## src/rtl/bdu_bit_streamer.sv

```systemverilog
// Transmit side of the BDU bit-serial interface.
// Captures a query/reference point pair through a valid/ready handshake and
// streams both points MSB-first, one bit per cycle, interleaving the x, y and
// z axes within each bit-plane. The stream stops early on terminate.
// Every output is registered: the output logic computes the value each
// output takes after the coming edge, from the next state and next capture.

module bdu_bit_streamer #(
  parameter int B  = 32,
  parameter int BW = $clog2(B)
) (
  input  logic          clk,
  input  logic          rst,
  input  logic          load_valid,
  output logic          load_ready,
  input  logic [B-1:0]  q_x,
  input  logic [B-1:0]  q_y,
  input  logic [B-1:0]  q_z,
  input  logic [B-1:0]  r_x,
  input  logic [B-1:0]  r_y,
  input  logic [B-1:0]  r_z,
  input  logic          terminate,
  output logic          valid,
  output logic          q_bit,
  output logic          r_bit,
  output logic [1:0]    code,
  output logic [BW-1:0] b,
  output logic          point_complete,
  output logic          point_aborted
);

  localparam int PW = (B > 1) ? $clog2(B) : 1;
  localparam logic [PW-1:0] LAST_PLANE = PW'(B - 1);

  typedef enum logic {
    IDLE   = 1'b0,
    STREAM = 1'b1
  } state_t;

  state_t        state;
  state_t        state_nxt;
  logic [PW-1:0] plane;
  logic [PW-1:0] plane_nxt;
  logic [1:0]    axis;
  logic [1:0]    axis_nxt;

  logic          load_fire;
  logic          done_fire;
  logic          abort_fire;

  logic [B-1:0]  qx_cap;
  logic [B-1:0]  qy_cap;
  logic [B-1:0]  qz_cap;
  logic [B-1:0]  rx_cap;
  logic [B-1:0]  ry_cap;
  logic [B-1:0]  rz_cap;
  logic [B-1:0]  qx_nxt;
  logic [B-1:0]  qy_nxt;
  logic [B-1:0]  qz_nxt;
  logic [B-1:0]  rx_nxt;
  logic [B-1:0]  ry_nxt;
  logic [B-1:0]  rz_nxt;

  logic [PW-1:0] bit_idx;
  logic [PW:0]   plane_inc;

  logic          load_ready_nxt;
  logic          valid_nxt;
  logic          q_bit_nxt;
  logic          r_bit_nxt;
  logic [1:0]    code_nxt;
  logic [BW-1:0] b_nxt;
  logic          point_complete_nxt;
  logic          point_aborted_nxt;

  // State, bit position and captured point pair registers.
  always_ff @(posedge clk or negedge rst) begin
    if (!rst) begin
      state  <= IDLE;
      plane  <= '0;
      axis   <= 2'd0;
      qx_cap <= '0;
      qy_cap <= '0;
      qz_cap <= '0;
      rx_cap <= '0;
      ry_cap <= '0;
      rz_cap <= '0;
    end else begin
      state  <= state_nxt;
      plane  <= plane_nxt;
      axis   <= axis_nxt;
      qx_cap <= qx_nxt;
      qy_cap <= qy_nxt;
      qz_cap <= qz_nxt;
      rx_cap <= rx_nxt;
      ry_cap <= ry_nxt;
      rz_cap <= rz_nxt;
    end
  end

  // Next state: accept a load in IDLE, walk axis then plane in STREAM,
  // leave on the last bit or on terminate (terminate takes priority).
  always_comb begin
    state_nxt  = state;
    plane_nxt  = plane;
    axis_nxt   = axis;
    load_fire  = 1'b0;
    done_fire  = 1'b0;
    abort_fire = 1'b0;
    case (state)
      IDLE: begin
        if (load_valid) begin
          state_nxt = STREAM;
          plane_nxt = '0;
          axis_nxt  = 2'd0;
          load_fire = 1'b1;
        end
      end
      STREAM: begin
        if (terminate) begin
          state_nxt  = IDLE;
          plane_nxt  = '0;
          axis_nxt   = 2'd0;
          abort_fire = 1'b1;
        end else if (axis == 2'd2) begin
          if (plane == LAST_PLANE) begin
            state_nxt = IDLE;
            plane_nxt = '0;
            axis_nxt  = 2'd0;
            done_fire = 1'b1;
          end else begin
            axis_nxt  = 2'd0;
            plane_nxt = plane + PW'(1);
          end
        end else begin
          axis_nxt = axis + 2'd1;
        end
      end
      default: begin
        state_nxt = IDLE;
        plane_nxt = '0;
        axis_nxt  = 2'd0;
      end
    endcase
  end

  // Capture path: the new pair is visible to the output logic at the load
  // edge so the first bit can be shown right away; otherwise hold.
  always_comb begin
    qx_nxt = qx_cap;
    qy_nxt = qy_cap;
    qz_nxt = qz_cap;
    rx_nxt = rx_cap;
    ry_nxt = ry_cap;
    rz_nxt = rz_cap;
    if (load_fire) begin
      qx_nxt = q_x;
      qy_nxt = q_y;
      qz_nxt = q_z;
      rx_nxt = r_x;
      ry_nxt = r_y;
      rz_nxt = r_z;
    end
  end

  // Output values for the coming cycle, derived from the next position.
  always_comb begin
    bit_idx            = LAST_PLANE - plane_nxt;
    plane_inc          = {1'b0, plane_nxt} + (PW + 1)'(1);
    load_ready_nxt     = 1'b1;
    valid_nxt          = 1'b0;
    code_nxt           = 2'b00;
    q_bit_nxt          = 1'b0;
    r_bit_nxt          = 1'b0;
    b_nxt              = '0;
    point_complete_nxt = done_fire;
    point_aborted_nxt  = abort_fire;
    if (state_nxt == STREAM) begin
      load_ready_nxt = 1'b0;
      valid_nxt      = 1'b1;
      code_nxt       = axis_nxt + 2'd1;
      b_nxt          = BW'(plane_inc);
      case (axis_nxt)
        2'd0: begin
          q_bit_nxt = qx_nxt[bit_idx];
          r_bit_nxt = rx_nxt[bit_idx];
        end
        2'd1: begin
          q_bit_nxt = qy_nxt[bit_idx];
          r_bit_nxt = ry_nxt[bit_idx];
        end
        2'd2: begin
          q_bit_nxt = qz_nxt[bit_idx];
          r_bit_nxt = rz_nxt[bit_idx];
        end
        default: begin
          q_bit_nxt = 1'b0;
          r_bit_nxt = 1'b0;
        end
      endcase
    end
  end

  // Output registers; reset leaves the interface idle and ready.
  always_ff @(posedge clk or negedge rst) begin
    if (!rst) begin
      load_ready     <= 1'b1;
      valid          <= 1'b0;
      q_bit          <= 1'b0;
      r_bit          <= 1'b0;
      code           <= 2'b00;
      b              <= '0;
      point_complete <= 1'b0;
      point_aborted  <= 1'b0;
    end else begin
      load_ready     <= load_ready_nxt;
      valid          <= valid_nxt;
      q_bit          <= q_bit_nxt;
      r_bit          <= r_bit_nxt;
      code           <= code_nxt;
      b              <= b_nxt;
      point_complete <= point_complete_nxt;
      point_aborted  <= point_aborted_nxt;
    end
  end

endmodule
```

## config.mk

```make
export PLATFORM = sky130hd
export DESIGN_NAME = bdu_bit_streamer
export DESIGN_NICKNAME = d
export VERILOG_FILES = /design/src/rtl/bdu_bit_streamer.sv
export SDC_FILE = /design/constraint.sdc
export NUM_CORES = 1
export LEC_CHECK = 0
export BUFFER_PORTS_ARGS = -buffer_cell sky130_fd_sc_hd__buf_2
export CORE_MARGIN = 2
export CORE_UTILIZATION = 55
export CTS_CLUSTER_DIAMETER = 80
export DETAILED_ROUTE_END_ITERATION = 8
export PLACE_DENSITY = 0.8
export SYNTH_ARGS = -nofsm -noshare
export SYNTH_HDL_FRONTEND = slang
export SYNTH_SLANG_ARGS = --single-unit
```

## constraint.sdc

```tcl
create_clock -name clk -period 4 [get_ports clk]
set_input_delay 1 -clock clk [delete_from_list [all_inputs] [get_ports clk]]
set_output_delay 1 -clock clk [all_outputs]
set_load 0.01 [all_outputs]
```

# After elaboration in Yosys (flattened, before gate mapping)
# Cells that the tools add are included.
dict set report totals {
  register_bits 213
  output_inout_bits 13
  word_cells 76
}
dict set report classes {
  n_addsub 5
  magnitude_cmp 1
  eq_ne 4
  mux 47
  bitwise_logic 1
  n_reduce_logical 1
}
# operator n
set ops {}
lappend ops {{32-bit two-way mux} 6}
lappend ops {{1-bit binary-select mux with 5-bit select} 6}
lappend ops {{5-bit two-way mux} 5}
lappend ops {{1-bit two-way mux} 21}
lappend ops {{5-bit by 1-bit adder with 5-bit output, second input constant} 2}
lappend ops {{5-bit one-hot mux with 2 select lines} 1}
lappend ops {{2-bit two-way mux} 4}
lappend ops {{5-bit by 6-bit < comparator with 1-bit output, second input constant} 1}
lappend ops {{1-bit one-hot mux with 3 select lines} 2}
lappend ops {{5-bit equality test, second input constant} 1}
lappend ops {{5-bit subtractor, first input constant} 1}
lappend ops {{2-bit by 1-bit adder with 2-bit output, second input constant} 2}
lappend ops {{2-bit equality test, second input constant} 2}
lappend ops {{2-bit one-hot mux with 2 select lines} 1}
lappend ops {{2-bit by 1-bit equality test with 1-bit output, second input constant} 1}
lappend ops {{2-bit zero test} 1}
lappend ops {{1-bit one-hot mux with 2 select lines} 1}
lappend ops {{1-bit NOT} 1}

# Longest topological paths before layout
# Gate-level depths: netlist of the first run.
dict set report depth {
  depth_word 10
  depth_mapped 14
  ltp_nobuf 12
}

# Least setup slack after synthesis of the first run
# OpenSTA, ideal clock, no wires.
dict set report synth_path {
  kind {reg-to-reg}
  start {register plane[0]}
  end {register q_bit}
  setup_time_ns 0.136
  arrival_ns 2.989
  required_time_ns 3.864
  slack_ns 0.875
  path_stages_with_launch 15
  path_buffers 2
  synth_period_minus_slack_ns 3.125
  cell_sequence {dfrtp_1 > ha_1 > and3_1 > ha_1 > or3b_4 > nor3_4 > nor3_4 > inv_4 > buf_6 > buf_2 > mux4_2 > mux2i_1 > o22ai_1 > o21ai_0 > o311ai_1}
}
dict set report synth_via {
  elab_chain_len 10
}
# item line_no
set synth_rtl {}
lappend synth_rtl {{start: declaration} 42} ;# logic [PW-1:0] plane;
lappend synth_rtl {{start signal: assignment} 90} ;# plane <= plane_nxt;
lappend synth_rtl {{5-bit by 1-bit adder with 5-bit output / 5-bit equality test (equally long branches)} {133, 126}}
lappend synth_rtl {{5-bit two-way mux} 126} ;# if (plane == LAST_PLANE) begin
lappend synth_rtl {{5-bit two-way mux} 125} ;# end else if (axis == 2'd2) begin
lappend synth_rtl {{5-bit two-way mux} 120} ;# if (terminate) begin
lappend synth_rtl {{5-bit one-hot mux with 2 select lines} 110} ;# case (state)
lappend synth_rtl {{5-bit subtractor} 168} ;# bit_idx = LAST_PLANE - plane_nxt;
lappend synth_rtl {{1-bit binary-select mux with 5-bit select, on equally long branches} {193, 185, 189}}
lappend synth_rtl {{1-bit two-way mux, on equally long branches} {193, 185, 189}}
lappend synth_rtl {{1-bit one-hot mux with 3 select lines} 183} ;# case (axis_nxt)
lappend synth_rtl {{1-bit two-way mux (*)} 178} ;# if (state_nxt == STREAM) begin
lappend synth_rtl {{net q_bit_nxt} 69} ;# logic q_bit_nxt;
lappend synth_rtl {{end signal: assignment} 218} ;# q_bit <= q_bit_nxt;
lappend synth_rtl {{end: declaration} 24} ;# output logic q_bit,
# Mark *: on every way through the listed nets, which the timed path passes. The rest lies on a longest branch. The select of a mux whose other input is x is not followed.

# Final worst setup path of the first run
dict set report layout_path {
  start {register plane[0]}
  end {register r_bit}
}
dict set report layout_via {
  elab_chain_len 10
}
# item line_no
set layout_rtl {}
lappend layout_rtl {{5-bit by 1-bit adder with 5-bit output / 5-bit equality test (equally long branches)} {133, 126}}
lappend layout_rtl {{5-bit two-way mux} 126}
lappend layout_rtl {{5-bit two-way mux} 125}
lappend layout_rtl {{5-bit two-way mux} 120}
lappend layout_rtl {{5-bit one-hot mux with 2 select lines} 110}
lappend layout_rtl {{5-bit subtractor} 168}
lappend layout_rtl {{1-bit binary-select mux with 5-bit select, on equally long branches} {194, 186, 190}}
lappend layout_rtl {{1-bit two-way mux, on equally long branches} {194, 186, 190}}
lappend layout_rtl {{1-bit one-hot mux with 3 select lines} 183}
lappend layout_rtl {{1-bit two-way mux (*)} 178}
lappend layout_rtl {{net r_bit_nxt} 70} ;# logic r_bit_nxt;
lappend layout_rtl {{end signal: assignment} 219} ;# r_bit <= r_bit_nxt;
lappend layout_rtl {{end: declaration} 25} ;# output logic r_bit,
# Marks and branches as above.

==> impl_metrics.yaml, run 1 <==
power_and_ir_drop:
  finalPower_uw: 5860
  internal_power_uw: 4180
  powerDensity_mw_per_mm2: 486
  max-vdd-ir-drop_mv: 0.348
  switchingPower_uw: 1680
  power_leakage_uw: 0.00623
  combPwrFrac_pct: 20.0
  p_seq_share_pct: 45.7
  p_clk_share_pct: 34.3
  switching_share_pct: 28.7
finish:
  antenna_cells: 0
  fillers: 1442
  nets: 1508
  multi_input_area_mm2: 0.00441
  area_growth_pct: 19.0
  fin_util_pct: 66.9
  seq_area_mm2: 0.00531
  drive_gt1_share_pct: 23.8
  stdcell_area_mm2: 0.0121
route:
  avgRoutedWirePerCell_um: 17.6
  drt_iter0_markers: 737
  via_per_inst: 5.54
  num_vias: 8584
  ant_nets: 0
  firstDrtPassIters: 5
  drc: 0
  routed_wl_um: 27300
synth:
  synth_cells: 1123
  synth_nets: 1326
  synth-seq-cells: 212
  synth_area_leaders: "dfrtp_1 (52%), nand2_1 (20%), mux2i_1 (4.4%)"
  yosysTopAreaCell: "dfrtp_1"
  synth.avg_cell_area_um2: 9.02
  ys.warnings.count: 0
  synth_area_mm2: 0.0101
  asyncSetResetFlopFracSynth_pct: 100
  synth_edf_count: 0
  seq_area_frac_synth_pct: 52.4
  synth-main-ff-cell: "dfrtp_1"
  synth_top_area_share_pct: 52.1
  synth.distinct_cells: 62
setup_path:
  crit_required_ns: 4.39
  timing.critical_path.max_delay_family: "simple AND/OR/NAND/NOR gates"
  startpoint_type: "register"
  cp-end-kind: "register"
  critical_path_arrival_ns: 4.02
  path_cells: "ha_1 > and3_1 > ha_1 > or3b_4 > nor3_4 > nor3_4 > inv_4 > buf_12 > mux2i_1 > mux2i_1 > o31ai_1 > nor3_1 > a211o_1"
  slowest_delay_ns: 0.44
  critical_path_class: "register to register"
  worst-path-buf-inv: 2
  path_max_fanout: 21
  cp_slowest_cell: "dfrtp_1"
grt:
  grt_pass1_wl_um: 43600
  gr-total-overflow: 0
  antenna_found_initial: 0
  grt.total_usage_pct: 28.0
  grt_pass1_vias: 8437
  grt_start_max_net_pins: 123
clock_tree:
  cts_buffer_depth: 3
  cts_htree_levels: 1
  cts_num_sinks: 212
  clock-root-buffer: "clkbuf_16"
  cts.clk_slew.worst_paths_ns: 0.06
  numCtsBuffers: 22
  cts_tree: "done"
  cts_resized: 0
  cts_setup_buffers: 0
  cts_hold_buf: 0
  insertion_delay_ns: 0.51
worst_hold_path:
  hold_class: "register to register"
timing:
  hold_viol: 0
  fmaxAchievable_mhz: 275
  finalSetupViolations: 0
  slew_headroom_pct: 48.2
  finalMaxSlewViolations: 0
  period_share_pct: 90.9
  fin_crit_ns: 3.63
  worst_pin_slew_ns: 0.777
  rsz0062_at_grt: "false"
  fin_tns_setup_ns: 0
  holdWs_ns: 0.467
  fin_worst_skew_ns: 0.00950
run:
  maxCapViolCount: 0
placement:
  gp_congestion: 0.930
  hpwlAfterDp_um: 19500
  port_buffers: 208
  dpl_cell_area_mm2: 0.0113
floorplanning:
  dieArea_mm2: 0.0195
  initial_core_util_pct: 56.2
  io_pins: 209
  core-area_mm2: 0.0180
  fp.dieW_um: 140
  fp-row-count: 49
  die_h_um: 140
status:
  status: "finished, final reports clean"
==> Yosys cell counts (all sizes together) (6+ instances only) <==
library cell,instances
mux4,13
nor4,6
nor3,13
mux2,20
o311ai,6
and2,6
nand2b,6
clkbuf,16
inv,9
ha,7
o2111ai,6
mux2i,45
o22a,7
nand2,546
nand3,7
a31oi,9
o211ai,12
dfrtp,211
a21oi,13
o21ai,12
nor2,44
buf,53
==> layout make-up <==
cell class | count | share of cell area, %
clock buffer | 36 | 5.76
inverter | 10 | 0.436
tap | 229 | 2.38
timing repair buffer | 227 | 10.6
clock inverter | 4 | 0.208
sequential | 212 | 44.0
multi-input combinational | 832 | 36.6
==> layout by cell type (no fill, tap or decap), drive strengths merged, types with 6 or more instances in the layout <==
cell type,instances
nor2,44
buf,227
nand2b,6
a31oi,9
nand2,546
mux4,13
nand3,7
o21ai,12
clkbuf,36
dfrtp,211
o311ai,6
and2,6
a21oi,13
inv,9
mux2,20
o211ai,12
ha,7
o2111ai,6
nor4,6
nor3,13
mux2i,45
o22a,7
==> worst paths after layout <==
check	end	slack [ns]	cells after the start	startpoint
worst max-delay path	r_bit$_DFF_PN0_	0.37	13	plane[0]$_DFF_PN0_
worst min-delay path	ry_cap[2]$_DFF_PN0_	0.47	2	ry_cap[2]$_DFF_PN0_
worst max register to register	r_bit$_DFF_PN0_	0.37	13	plane[0]$_DFF_PN0_
worst min register to register	ry_cap[2]$_DFF_PN0_	0.47	2	ry_cap[2]$_DFF_PN0_
max in group asynchronous	qx_cap[18]$_DFF_PN0_	2.51	2	rst
min in group asynchronous	qy_cap[19]$_DFF_PN0_	0.54	1	rst
==> metrics by stage <==
step,worst slack [ns],std cells
after global placement,0.506,1510
after detailed placement,0.412,1510
final,0.365,1550
after floorplan,0.875,1123
after global routing,0.177,1550
after CTS,0.425,1550
==> state kept, by name (all words and copies together), names as in the netlist, 2 cells and up <==
| name | cells |
|---|---|
| axis | 2 |
| b | 5 |
| code | 2 |
| plane | 5 |
| qx_cap | 32 |
| qy_cap | 32 |
| qz_cap | 32 |
| rx_cap | 32 |
| ry_cap | 32 |
| rz_cap | 32 |
==> layer usage <==
metal | up-vias | global-route usage (%) | wire [um]
li1 | 4055 | - | -
met1 | 4096 | 39.0 | 11400
met2 | 367 | 44.7 | 12800
met3 | 66 | 4.78 | 2100
met4 | 0 | 10.0 | 972
met5 | - | 0 | 0
==> power groups by stage <==
| stage | Clock [uW] | Sequential [uW] | Combinational [uW] |
|---|---|---|---|
| after floorplan | 0 | 2680 | 730 |
| after global placement | 0 | 2690 | 1120 |
| after detailed placement | 0 | 2710 | 1150 |
| after CTS | 2020 | 2680 | 1170 |
| after global routing | 2110 | 2710 | 1310 |
| final | 2010 | 2680 | 1170 |
==> cell families after synthesis <==
logic type	share of synthesized area, %
AND/OR/NAND/NOR	25.5
flip-flops	52.4
AO/OA/AOI/OAI	7.25
multiplexers	9.56
buffers and inverters	4.24
adder cells (fa/ha/maj)	0.865
XOR/XNOR	0.173
==> tightest hold or removal path, stage by stage (launching register included) <==
cell,delay [ns]
dfrtp_1,0.32
nand2_1,0.06
nand2_1,0.06
No activity file was read; power rests on OpenSTA's default activity.
==> run 2, diff against run 1 <==
--- a/config.mk
+++ b/config.mk
@@ -5,12 +5,14 @@
 export SDC_FILE = /design/constraint.sdc
 export NUM_CORES = 1
 export LEC_CHECK = 0
+export ABC_AREA = 1
 export BUFFER_PORTS_ARGS = -buffer_cell sky130_fd_sc_hd__buf_2
+export CORE_ASPECT_RATIO = 1.1
 export CORE_MARGIN = 2
-export CORE_UTILIZATION = 55
+export CORE_UTILIZATION = 44
 export CTS_CLUSTER_DIAMETER = 80
 export DETAILED_ROUTE_END_ITERATION = 8
-export PLACE_DENSITY = 0.8
+export PLACE_DENSITY = 0.66
 export SYNTH_ARGS = -nofsm -noshare
 export SYNTH_HDL_FRONTEND = slang
 export SYNTH_SLANG_ARGS = --single-unit
==> impl_metrics.yaml, run 2 <==
status:
  status: "finished, final reports clean"
grt:
  grt_pass1_wl_um: 51000
  gr-total-overflow: 0
  grt_pass1_vias: 9542
  grt.total_usage_pct: 24.7
  grt_start_max_net_pins: 157
  antenna_found_initial: 1
timing:
  period_share_pct: 73.9
  hold_viol: 0
  slew_headroom_pct: 37.1
  fin_crit_ns: 2.96
  worst_pin_slew_ns: 0.943
  holdWs_ns: 0.469
  rsz0062_at_grt: "false"
  fin_tns_setup_ns: 0
  fin_worst_skew_ns: 0.00736
  finalMaxSlewViolations: 0
  finalSetupViolations: 0
  setup_slack_ns: 1.04
  fmaxAchievable_mhz: 338
clock_tree:
  cts_resized: 0
  numCtsBuffers: 22
  cts_buffer_depth: 3
  insertion_delay_ns: 0.51
  cts_hold_buf: 0
  cts_num_sinks: 212
  clock-root-buffer: "clkbuf_16"
  cts_htree_levels: 1
  cts.clk_slew.worst_paths_ns: 0.06
  cts_tree: "done"
  cts_setup_buffers: 0
placement:
  dpl_cell_area_mm2: 0.0118
  preCtsSetupSlack_ns: 0.824
  port_buffers: 208
  gp_congestion: 0.853
  hpwlAfterDp_um: 21800
synth:
  yosysMostFrequentCell: "nand2_1"
  synth.avg_cell_area_um2: 7.59
  synth_cells: 1393
  synth.distinct_cells: 30
  ys.warnings.count: 0
  yosysTopAreaCell: "dfrtp_1"
  synth-main-ff-cell: "dfrtp_1"
  synth-seq-cells: 212
  synth_edf_count: 0
  asyncSetResetFlopFracSynth_pct: 100
  seq_area_frac_synth_pct: 50.2
  synth_top_area_share_pct: 49.9
  synth_area_mm2: 0.0106
  synth_commonest_cells: "nand2_1 (503), nand3_1 (405), dfrtp_1 (211)"
  synth_area_leaders: "dfrtp_1 (50%), nand3_1 (19%), nand2_1 (18%)"
  synth_nets: 1596
setup_path:
  crit_required_ns: 4.40
  cp-end-kind: "register"
  startpoint_type: "register"
  path_max_fanout: 30
  critical_path_class: "register to register"
  critical_path_arrival_ns: 3.36
route:
  drc: 0
  via_per_inst: 5.28
  drt_iter0_markers: 844
  num_vias: 9817
  firstDrtPassIters: 5
  ant_nets: 0
  avgRoutedWirePerCell_um: 17.2
  routed_wl_um: 32000
finish:
  nets: 1740
  antenna_cells: 0
  drive_gt1_share_pct: 18.1
  final_common_cell: "nand2_1"
  area_growth_pct: 18.8
  fin_util_pct: 53.2
  fillers: 2303
  stdcell_area_mm2: 0.0126
  layout_common_cells: "nand2_1 (501), nand3_1 (405), dfrtp_1 (211), buf_2 (206), inv_1 (84)"
power_and_ir_drop:
  powerDensity_mw_per_mm2: 490
  power_leakage_uw: 0.00673
  max-vdd-ir-drop_mv: 0.294
run:
  maxCapViolCount: 0
floorplanning:
  dieArea_mm2: 0.0253
  initial_core_util_pct: 44.8
  die_h_um: 167
  fp-row-count: 59
  io_pins: 209
  core-area_mm2: 0.0236
  fp.dieW_um: 152
worst_hold_path:
  hold_class: "register to register"
-- run 2: cell types whose count changed after synthesis, moves of 16 or more --
cell,previous run,this run
nand3_1,7,405
nand2_1,545,503
mux2_2,20,4
nor2_1,44,10
clkbuf_1,16,35
inv_1,6,84
o21ai_0,12,33
mux2i_1,45,0
-- run 2: logic make-up after synthesis --
kind of cell / count (synthesis) / synth area share, %
adder cells (fa/ha/maj): 7 / 0.828
multiplexers: 4 / 0.426
AO/OA/AOI/OAI: 48 / 2.58
AND/OR/NAND/NOR: 927 / 38.0
buffers and inverters: 194 / 7.91
XOR/XNOR: 1 / 0.0828
flip-flops: 212 / 50.2
-- run 2: cell type report --
type / count / area, um^2 / share of cell area, %
inverter: 90 / 340 / 2.71
sequential: 212 / 5310 / 42.2
tap: 305 / 382 / 3.04
multi-input combinational: 987 / 4490 / 35.8
clock buffer: 31 / 636 / 5.06
timing repair buffer: 224 / 1290 / 10.2
clock inverter: 9 / 124 / 0.986
-- run 2: worst max-delay path, cell delays in order, from the launching register on --
cell     delay, ns
dfrtp_1       0.45
ha_1          0.25
nand2_1       0.07
nor2_1        0.08
ha_1          0.16
nand3_1       0.13
nand2_2       0.15
o21ai_4       0.08
inv_1         0.68
nand2_1       0.11
nand3_1       0.11
nand3_1       0.08
nand3_1       0.10
nand3_1       0.09
nand3_1       0.12
nand3_1       0.08
nand2_1       0.06
inv_1         0.03
-- run 2: metal layers --
metal	GRT usage [%]	vias up	routed length [um]
met1	34.6	4604	14200
met3	3.33	63	1960
met5	0	-	0
li1	-	4797	-
met4	7.92	0	951
met2	40.0	353	14900
-- run 2: power breakdown --
part           internal, uW  switching (uW)
clock network          1300             847
registers              2550             117
logic                   458             883
total                  4310            1850
-- run 2: stage by stage --
stage,power (uW),instances
after floorplan,3570,1393
after global placement,4010,1818
after detailed placement,4040,1818
after CTS,6200,1858
after global routing,6500,1858
final,6160,1858
-- run 2: worst paths after layout --
path / startpoint / to / slack, ns / cells past startpoint
max: plane[1]$_DFF_PN0_ / r_bit$_DFF_PN0_ / 1.04 / 17
min in group asynchronous: rst / rz_cap[3]$_DFF_PN0_ / 0.53 / 1
max reg2reg: plane[1]$_DFF_PN0_ / r_bit$_DFF_PN0_ / 1.04 / 17
min reg2reg: qy_cap[8]$_DFF_PN0_ / qy_cap[8]$_DFF_PN0_ / 0.47 / 2
min: qy_cap[8]$_DFF_PN0_ / qy_cap[8]$_DFF_PN0_ / 0.47 / 2
max in group asynchronous: rst / load_ready$_DFF_PN1_ / 2.57 / 2
==> run 3, diff against run 2 <==
==> constraint.sdc (replaced) <==
create_clock -name clk -period 3.08 [get_ports clk]
set_input_delay 0.77 -clock clk [delete_from_list [all_inputs] [get_ports clk]]
set_output_delay 0.77 -clock clk [all_outputs]
set_load 0.01 [all_outputs]
==> impl_metrics.yaml, run 3 (same netlist as run 2, synthesis figures left out) <==
floorplanning:
  fp.dieW_um: 152
  fp-row-count: 59
  dieArea_mm2: 0.0253
  io_pins: 209
  initial_core_util_pct: 44.8
  die_h_um: 167
  core-area_mm2: 0.0236
grt:
  gr-total-overflow: 0
  grt_pass1_vias: 9622
  grt_pass1_wl_um: 51500
  grt.total_usage_pct: 24.9
  antenna_found_initial: 0
  grt_start_max_net_pins: 157
route:
  avgRoutedWirePerCell_um: 17.1
  routed-wl-met3_um: 2020
  ant_nets: 0
  met2_length_um: 14800
  wl_met1_um: 14200
  routed_wl_um: 32000
  firstDrtPassIters: 5
  via_per_inst: 5.26
  num_vias: 9832
  drc: 0
  routed.top_layer: "met4"
  drt_iter0_markers: 901
timing:
  fin_worst_skew_ns: 0.0206
  hold_viol: 0
  finalMaxSlewViolations: 0
  fin_crit_ns: 2.80
  finalSetupViolations: 0
  worst_pin_slew_ns: 0.702
  setup_slack_ns: 0.276
  rsz0062_at_grt: "false"
  period_share_pct: 91.0
  fin_tns_setup_ns: 0
  slew_headroom_pct: 53.2
  fmaxAchievable_mhz: 357
finish:
  fillers: 2236
  nets: 1751
  fin_util_pct: 53.5
  drive_gt1_share_pct: 18.7
  antenna_cells: 0
  final_common_cell: "nand2_1"
  layout_common_cells: "nand2_1 (501), nand3_1 (405), dfrtp_1 (211), buf_2 (206), inv_1 (84)"
  area_growth_pct: 19.4
clock_tree:
  cts_hold_buf: 0
  clock-root-buffer: "clkbuf_16"
  insertion_delay_ns: 0.51
  cts_buffer_depth: 3
  numCtsBuffers: 23
  cts_setup_buffers: 0
  cts.clk_slew.worst_paths_ns: 0.06
  cts_num_sinks: 212
  cts_resized: 0
  cts_htree_levels: 1
  cts_tree: "done"
run:
  maxCapViolCount: 0
placement:
  hpwlAfterDp_um: 21800
  gp_congestion: 0.806
  preCtsSetupSlack_ns: 0.156
  port_buffers: 208
power_and_ir_drop:
  max-vdd-ir-drop_mv: 0.344
  finalPower_uw: 7830
  power_leakage_uw: 0.00676
  powerDensity_mw_per_mm2: 620
setup_path:
  critical_path_class: "register to register"
  rrSetupSlack_ns: 0.28
  r2r_start: "plane[1]$_DFF_PN0_"
  r2r_cells: 19
  startpoint_type: "register"
  r2r-end: "q_bit$_DFF_PN0_"
  path_max_fanout: 58
  cp-endpoint: "q_bit$_DFF_PN0_"
  cp-end-kind: "register"
  critical_path_arrival_ns: 3.24
  setup.worst_path.start: "plane[1]$_DFF_PN0_"
  crit_required_ns: 3.52
worst_hold_path:
  hold_class: "input port to async pin"
status:
  status: "finished, final reports clean"
-- run 3: changes by cell type in the layout (fill, tap and decap cells not counted), sizes merged --
cell | previous run | this run
bufinv | 3 | 1
inv | 89 | 90
clkinvlp | 0 | 3
buf | 224 | 234
clkinv | 7 | 8
clkbuf | 31 | 29
-- run 3: how the worst min path moves through the flow --
| stage | to | start |
|---|---|---|
| 3_5_place_dp | rz_cap[14]$_DFF_PN0_ | rz_cap[14]$_DFF_PN0_ |
| 4_1_cts | rz_cap[27]$_DFF_PN0_ | rst |
| 2_1_floorplan | qx_cap[0]$_DFF_PN0_ | qx_cap[0]$_DFF_PN0_ |
| 3_3_place_gp | ry_cap[31]$_DFF_PN0_ | ry_cap[31]$_DFF_PN0_ |
| 6_report | rz_cap[27]$_DFF_PN0_ | rst |
| 5_1_grt | rz_cap[27]$_DFF_PN0_ | rst |
-- run 3: routing by layer --
metal / global-route usage, % / vias to the layer above
li1: - / 4827
met1: 34.9 / 4602
met2: 40.0 / 348
met3: 3.98 / 55
met4: 7.92 / 0
met5: 0 / -
-- run 3: report_power, final --
group / leakage (uW) / switching [uW] / total, uW / internal [uW]
logic: 0.00383 / 1130 / 1730 / 608
registers: 0.00259 / 151 / 3470 / 3320
clock network: 0.000349 / 1120 / 2630 / 1510
total: 0.00676 / 2400 / 7830 / 5430
-- run 3: area by class of cell --
type	instances	area, um^2	area share [%]
multi-input cells	987	4500	35.6
repair buffers	234	1390	11.0
clock buffers	29	618	4.89
well taps	305	382	3.02
flip-flops and latches	212	5310	42.0
clock inverters	12	96.3	0.763
inverters	90	340	2.69
-- run 3: stage by stage --
stage / hold WS, ns / instance area [um^2] / std cells
after detailed placement: 0.455 / 11900 / 1828
after global routing: 0.302 / 12600 / 1869
after CTS: 0.272 / 12600 / 1869
after floorplan: 0.438 / 10600 / 1393
final: 0.239 / 12600 / 1869
after global placement: 0.451 / 11900 / 1828
-- run 3: critical path, stage by stage (launching register included) --
cell and delay (ns):
dfrtp_1 0.41, ha_1 0.21, nand2_1 0.06, nor2_1 0.08, ha_1 0.16, nand3_1 0.12
nand2_2 0.14, inv_2 0.09, nand2_2 0.21, buf_12 0.28, nand3_1 0.11, nand3_1 0.18
nand3_1 0.13, nand3_1 0.11, nand2_1 0.07, nand2_1 0.06, nand3_1 0.07, nand3_1 0.09
nand2_1 0.05, inv_1 0.05
